<file path="src/rtl/ame_num_compare_pkg.sv">
// ame_num_compare_pkg: shared entry/sideband types and the compare rule for the argmax/argmin tree
package ame_num_compare_pkg;
  localparam int COMP_MAX_BITS = 64;
  localparam int COMP_MAX_IDX_BITS = 8;
  typedef struct packed {
    logic [COMP_MAX_BITS-1:0]     data;
    logic [COMP_MAX_IDX_BITS-1:0] idx;
    logic                         live;
  } comp_entry_t;
  typedef struct packed {
    logic valid;
    logic last;
    logic min;
    logic sgn;
  } comp_side_t;
  function automatic int comp_levels(input int n);
    return $clog2(n);
  endfunction
  // a strictly beats b: live over dead, otherwise strictly better value
  function automatic logic comp_better(input comp_entry_t a, input comp_entry_t b, input logic min, input logic sgn);
    logic gt, lt;
    gt = sgn ? ($signed(a.data) > $signed(b.data)) : (a.data > b.data);
    lt = sgn ? ($signed(a.data) < $signed(b.data)) : (a.data < b.data);
    return a.live && (!b.live || (min ? lt : gt));
  endfunction
endpackage

</file>
<file path="src/rtl/ame_num_compare_node.sv">
// ame_num_compare_node: registered 2:1 compare node; a holds the lower lanes so ties keep a
module ame_num_compare_node
  import ame_num_compare_pkg::*;
(
  input  logic        clk_i,
  input  logic        rst_i,
  input  logic        i_en,
  input  comp_entry_t i_a,
  input  comp_entry_t i_b,
  input  logic        i_min,
  input  logic        i_signed,
  output comp_entry_t o_q
);
  comp_entry_t w_q, r_q;
  assign w_q = (!i_a.live && !i_b.live) ? '0 : (comp_better(i_b, i_a, i_min, i_signed) ? i_b : i_a);
  assign o_q = r_q;
  always_ff @(posedge clk_i or posedge rst_i)
    if (rst_i) r_q <= '0;
    else if (i_en) r_q <= w_q;
endmodule

</file>
<file path="src/rtl/ame_num_compare_tree.sv">
// ame_num_compare_tree: pipelined per-beat compare tree with cross-beat frame accumulator
module ame_num_compare_tree
  import ame_num_compare_pkg::*;
#(
  parameter int COMP_NUM = 6,
  parameter int COMP_DATA_BITS = 64,
  parameter int COMP_DATA_IDX_BITS = $clog2(COMP_NUM),
  parameter int COMP_BEAT_BITS = 4
) (
  input  logic                               clk_i,
  input  logic                               rst_i,
  input  logic                               comp_valid_i,
  output logic                               comp_ready_o,
  input  logic                               comp_last_i,
  input  logic                               comp_min_i,
  input  logic                               comp_signed_i,
  input  logic [COMP_NUM-1:0]                comp_mask_i,
  input  logic [COMP_NUM*COMP_DATA_BITS-1:0] comp_data_i,
  output logic                               comp_valid_o,
  input  logic                               comp_ready_i,
  output logic [COMP_DATA_BITS-1:0]          comp_data_o,
  output logic [COMP_DATA_IDX_BITS-1:0]      comp_data_idx_o,
  output logic [COMP_BEAT_BITS-1:0]          comp_beat_idx_o,
  output logic                               comp_none_o
);
  localparam int LEVELS = comp_levels(COMP_NUM);
  localparam int PAD = 1 << LEVELS;
  logic                          w_adv, w_take, w_unused;
  comp_side_t                    w_side [LEVELS+1];
  comp_side_t                    r_side [LEVELS];
  comp_entry_t                   w_leaf [PAD];
  comp_entry_t                   w_node [1:PAD-1];
  comp_entry_t                   w_t, w_m, r_acc;
  logic                          r_active, r_valid, r_none;
  logic [COMP_BEAT_BITS-1:0]     w_cur_beat, w_m_beat, r_acc_beat, r_cnt, r_beat;
  logic [COMP_DATA_BITS-1:0]     r_data;
  logic [COMP_DATA_IDX_BITS-1:0] r_idx;
  assign w_adv = !r_valid | comp_ready_i;
  assign comp_ready_o = w_adv;
  assign comp_valid_o = r_valid;
  assign comp_data_o = r_data;
  assign comp_data_idx_o = r_idx;
  assign comp_beat_idx_o = r_beat;
  assign comp_none_o = r_none;
  // lanes are widened in the beat's own signedness so one 64-bit compare serves both modes
  for (genvar g = 0; g < PAD; g++) begin : g_leaf
    if (g < COMP_NUM) begin : g_lane
      logic [COMP_DATA_BITS-1:0] w_d;
      assign w_d = comp_data_i[g*COMP_DATA_BITS +: COMP_DATA_BITS];
      assign w_leaf[g] = '{data: comp_signed_i ? COMP_MAX_BITS'($signed(w_d)) : COMP_MAX_BITS'(w_d),
                           idx: COMP_MAX_IDX_BITS'(g), live: comp_mask_i[g]};
    end else begin : g_pad
      assign w_leaf[g] = '{data: '0, idx: COMP_MAX_IDX_BITS'(g), live: 1'b0};
    end
  end
  always_comb begin
    w_side[0] = '{valid: comp_valid_i, last: comp_last_i, min: comp_min_i, sgn: comp_signed_i};
    for (int s = 0; s < LEVELS; s++) w_side[s+1] = r_side[s];
  end
  // heap-ordered tree: node k feeds from 2k/2k+1, node 1 is the root
  for (genvar k = 1; k < PAD; k++) begin : g_node
    localparam int S = LEVELS - $clog2(k + 1);
    comp_entry_t w_a, w_b;
    if (2 * k >= PAD) begin : g_from_leaf
      assign w_a = w_leaf[2*k-PAD];
      assign w_b = w_leaf[2*k+1-PAD];
    end else begin : g_from_node
      assign w_a = w_node[2*k];
      assign w_b = w_node[2*k+1];
    end
    ame_num_compare_node u_node (
      .clk_i(clk_i), .rst_i(rst_i), .i_en(w_adv), .i_a(w_a), .i_b(w_b),
      .i_min(w_side[S].min), .i_signed(w_side[S].sgn), .o_q(w_node[k])
    );
  end
  always_comb begin
    w_t = w_node[1];
    w_cur_beat = r_active ? r_cnt : '0;
    w_take = !r_active || comp_better(w_t, r_acc, w_side[LEVELS].min, w_side[LEVELS].sgn);
    w_m = w_take ? w_t : r_acc;
    w_m_beat = w_take ? w_cur_beat : r_acc_beat;
  end
  assign w_unused = ^{w_m.data, w_m.idx};
  always_ff @(posedge clk_i or posedge rst_i)
    if (rst_i) begin
      for (int s = 0; s < LEVELS; s++) r_side[s] <= '0;
      r_acc <= '0;
      r_acc_beat <= '0;
      r_cnt <= '0;
      r_active <= 1'b0;
      r_valid <= 1'b0;
      r_data <= '0;
      r_idx <= '0;
      r_beat <= '0;
      r_none <= 1'b0;
    end else if (w_adv) begin
      for (int s = 0; s < LEVELS; s++) r_side[s] <= w_side[s];
      r_valid <= w_side[LEVELS].valid && w_side[LEVELS].last;
      if (w_side[LEVELS].valid) begin
        r_active <= !w_side[LEVELS].last;
        r_acc <= w_m;
        r_acc_beat <= w_m_beat;
        r_cnt <= (&w_cur_beat) ? w_cur_beat : w_cur_beat + COMP_BEAT_BITS'(1);
        if (w_side[LEVELS].last) begin
          r_data <= w_m.data[COMP_DATA_BITS-1:0];
          r_idx <= COMP_DATA_IDX_BITS'(w_m.idx);
          r_beat <= w_m_beat;
          r_none <= !w_m.live;
        end
      end
    end
endmodule

</file>
<file path="config.mk">
export PLATFORM = sky130hd
export DESIGN_NAME = ame_num_compare_tree
export DESIGN_NICKNAME = d
export VERILOG_FILES = /design/src/rtl/ame_num_compare_pkg.sv /design/src/rtl/ame_num_compare_node.sv /design/src/rtl/ame_num_compare_tree.sv
export SDC_FILE = /design/constraint.sdc
export NUM_CORES = 2
export LEC_CHECK = 0
export CAP_MARGIN = 20
export CELL_PAD_IN_SITES_DETAIL_PLACEMENT = 1
export CELL_PAD_IN_SITES_GLOBAL_PLACEMENT = 2
export CORE_MARGIN = 2
export CORE_UTILIZATION = 29
export DETAILED_ROUTE_END_ITERATION = 16
export PLACE_DENSITY_LB_ADDON = 0.05
export REMOVE_ABC_BUFFERS = 1
export SLEW_MARGIN = 20
export SYNTH_ARGS = -nofsm -noshare
export SYNTH_HDL_FRONTEND = slang
export SYNTH_HIERARCHICAL = 1
export SYNTH_SLANG_ARGS = --single-unit
</file>
<file path="constraint.sdc">
create_clock -name clk_i -period 5.65 [get_ports clk_i]
set_input_delay 0.8475 -clock clk_i [delete_from_list [all_inputs] [get_ports clk_i]]
set_output_delay 0.8475 -clock clk_i [all_outputs]
set_load 0.01 [all_outputs]
</file>
### Yosys cells after proc, flatten, opt, wreduce, memory -nomap -nowiden

Index checks and enable logic that the tools add are counted.

* bits in registers: 605
* input port bits: 397
* output and inout port bits: 74
* logic and storage cells: 139

* $add $sub $neg: 1
* magnitude comparators: 24
* muxes and demuxes: 33
* bitwise logic cells: 1
* reductions and logical operators: 38

Operators by type and width (count)
* two-way mux 73 bit: 12
* > comparator 64 bit: 12
* less-than comparator 64 bit: 12
* two-way mux 1 bit: 18
* logical NOT 1 bit: 15
* logical AND 1 bit: 12
* two-way mux 4 bit: 3
* logical OR 1 bit: 7
* AND reduction 3 bit: 2
* adder 4 x 1 -> 4 bit (second input constant): 1
* AND reduction 4 bit: 1
* AND reduction 2 bit: 1
* OR 1 bit: 1

### Logic depth before layout (Yosys ltp)

* word-level depth: 8
* gate-level depth with buffers: 13
* gate-level depth less buffers: 11

### Cells and area by module

The synthesis kept the hierarchy.

By module, submodules not included
* ame_num_compare_node: times used 7, cells each 655, area an instance 5377.7 um2, seq. area each 1826.8 um2
* ame_num_compare_tree: times used 1, cells each 1347, area an instance 11238.3 um2, seq. area each 4053.9 um2

### Worst setup path after synthesis

Ideal clock, no wire load.

* path type: input-to-reg
* from: in comp_data_i[21]
* to: reg g_node[4].u_node.r_q, in the netlist g_node[4].u_node/o_q[10]
* library setup time: 142 ps
* arrival: 3417 ps
* required time: 5508 ps
* path slack: 2091 ps
* cell stages on the path: 13
* buffers on the path: 2
* cell sequence: inv_1 ha_1 a21o_1 a21o_1 a221oi_1 o31ai_1 a41oi_1 a211oi_1 a2111oi_4 a21boi_1 buf_2 buf_2 o221ai_1

* cells in the longest elaborated chain, start to end: 7

Ends and longest elaborated chain
* start: declaration: RTL line ame_num_compare_tree.sv:18 `input logic [COMP_NUM*COMP_DATA_BITS-1:0] comp_data_i,`
* > comparator 64 bit or less-than comparator 64 bit (tied branches): RTL line ame_num_compare_pkg.sv:22, ame_num_compare_pkg.sv:23
* two-way mux 1 bit (on tied branches): RTL line ame_num_compare_pkg.sv:22, ame_num_compare_pkg.sv:23
* two-way mux 1 bit *: RTL line ame_num_compare_pkg.sv:24 `return a.live && (!b.live || (min ? lt : gt));`
* logical OR 1 bit *: RTL line ame_num_compare_pkg.sv:24
* logical AND 1 bit *: RTL line ame_num_compare_pkg.sv:24
* two-way mux 73 bit * (2 in a row): RTL line ame_num_compare_node.sv:15 `assign w_q = (!i_a.live && !i_b.live) ? '0 : (comp_better(i_b, i_a, i_min, i_signed) ? i_b : i_a);`
* end signal: assignment: RTL line ame_num_compare_node.sv:19 `else if (i_en) r_q <= w_q;`
* end: declaration: RTL line ame_num_compare_node.sv:14 `comp_entry_t w_q, r_q;`

Every way passes the cells marked *; elsewhere a longest branch is shown, timed or not.
A chain may end at the register's enable or synchronous reset.

==> flow_summary.yaml <==
power_and_ir_drop:
  vdd_ir_drop_max_mv: 0.664
  p_per_area_nw_per_um2: 489
  p_leak_nw: 26.0
global_routing:
  grt_pass1_wl_mm: 317
  grt_max_degree: 181
  grt_overflow: 0
  grt_util_all_layers_pct: 24.8
  grt_pass1_vias: 46991
  antenna_found_initial: 10
sta:
  skew_ns: 0.0336
  min_period_ns: 4.66
  relSlewSlack_pct: -126
  fin_ws_ns: 0.992
  rsz0062_at_grt: "no"
  worstMarginPinSlew_ns: 3.39
  finalCritPeriodShare_pct: 82.4
  hold_viol: 0
  fmax_mhz: 215
  setup_viol: 0
  holdWs_ns: 0.477
  maxSlewViolCount: 67
  tns_ns: 0
synth:
  syn_area_sq_um: 47200
  synthCells: 5757
  ys_warn_count: 6
  synth_area_per_cell_sq_um: 8.20
worst_setup_path:
  regToRegSetupSlack_ns: 0.99
  required_ns: 6.25
  crit_path_start_kind: "flop"
  cp-end-kind: "flop"
  ff2ff_path_depth: 12
  critical_path.startpoint: "g_node[6].u_node/o_q[72]"
  timing.rr.start: "g_node[6].u_node/o_q[72]"
  r2r-end: "g_node[3].u_node/o_q[1]"
  critPathKind: "reg2reg"
  cp-endpoint: "g_node[3].u_node/o_q[1]"
  worstPathArrival_ns: 5.25
  path_max_fanout: 67
clock_network:
  h-tree-depth: 3
  cts-hold-fix-buffers: 0
  ctsResizeCount: 0
  cts_tree: "done"
  clk_path_buf_depth: 3
  root_buffer: "clkbuf_16"
  cts_setup_buffers: 0
  clk_pin_slew_ns: 0.06
  clock-sinks: 638
  clk-insertion-delay-late_ns: 0.70
  numCtsBuffers: 87
floorplanning:
  die_w_um: 408
  io_pins: 471
  die-area_sq_um: 166000
  start_util_pct: 29.1
  rows: 148
  die-height_um: 408
  core_sq_um: 162000
run:
  cap_violations: 0
placement:
  dp_hpwl_mm: 153
  dp_cells: 8342
  preCtsSetupSlack_ns: 0.623
  gp_congestion: 0.833
  io_buffers: 470
route:
  drt_pass1_iterations: 5
  vias: 45640
  wl_per_cell_um: 24.7
  drc: 0
  drtIter0Drc: 2695
  viasPerCell: 5.37
  ant_nets: 0
  totalWireLength_mm: 210
final_layout:
  drive_above_1_share_pct: 5.60
  finalNetCount: 7167
  area_growth_pct: 23.0
  layout_common_cells: "1020 x inv_1, 777 x nand2_1, 634 x dfrtp_1, 615 x nand4_1, 513 x ha_1"
  final_common_cell: "inv_1"
  final_cell_count_no_fill: 8503
outcome:
  violations: "max-slew violations"
  status: "complete, but fails checks"
hold_path:
  min_path_type: "reg2reg"
==> flip-flops by register name, summed over array words and instances, names as in the netlist, named ones only <==
register / count
comp_beat_idx_o: 4
comp_none_o: 1
comp_data_idx_o: 3
r_side: 12
comp_data_o: 64
r_active: 1
g_node.u_node/o_q: 476
r_cnt: 4
comp_valid_o: 1
r_acc: 67
r_acc_beat: 4
==> cell type report <==
class,count,area [sq um]
multi-input combinational,3925,26800
sequential,638,16000
fill,19194,104000
antenna,7,17.5
clock buffer,130,2670
inverter,1029,3870
tap,2175,2720
timing repair buffer,576,5810
clock inverter,23,230
==> where the power goes <==
group | switching, mW | total, mW | leakage (nW) | internal (mW)
registers | 2.54 | 8.77 | 8.09 | 6.23
logic | 8.72 | 13.8 | 16.5 | 5.11
clock network | 2.36 | 5.78 | 1.45 | 3.43
total | 13.6 | 28.4 | 26.0 | 14.8
==> metrics by stage <==
step	total power, mW	util (%)	area (sq um)
2_1_floorplan	15.5	-	46500
3_3_place_gp	22.4	34.0	55100
6_report	28.4	35.8	58100
5_1_grt	30.6	35.8	58100
4_1_cts	28.6	35.8	58000
3_5_place_dp	22.7	34.0	55100
==> routing by layer <==
metal  up-vias  track usage, %  wire, um
met3       149            2.30      6110
met1     23214            34.7     99900
met4         2            5.33      3810
li1      21593               -         -
met2       682            41.4     99800
met5         -               0        11
==> worst max-delay path: stages (launching register included) <==
cell and delay (ns):
dfrtp_1 0.49, inv_1 0.08, ha_1 0.35, nand4_1 0.20, nor4_2 0.76, nand4_1 0.35, a31oi_1 0.49, nor4_1 0.17
and2_1 0.22, a2111oi_4 0.40, buf_12 0.38, nand4_1 0.40, o221ai_1 0.20
==> worst min-delay path by stage <==
stage / from / cells after the start / end / slack [ns]
after global placement: comp_none_o / 1 / comp_none_o / 0.47
after floorplan: r_acc_beat[0] / 2 / r_acc_beat[0] / 0.46
after CTS: comp_none_o / 1 / comp_none_o / 0.48
final: comp_none_o / 1 / comp_none_o / 0.48
after global routing: comp_none_o / 1 / comp_none_o / 0.50
after detailed placement: comp_none_o / 1 / comp_none_o / 0.47
(Power assumes the default switching activity.)
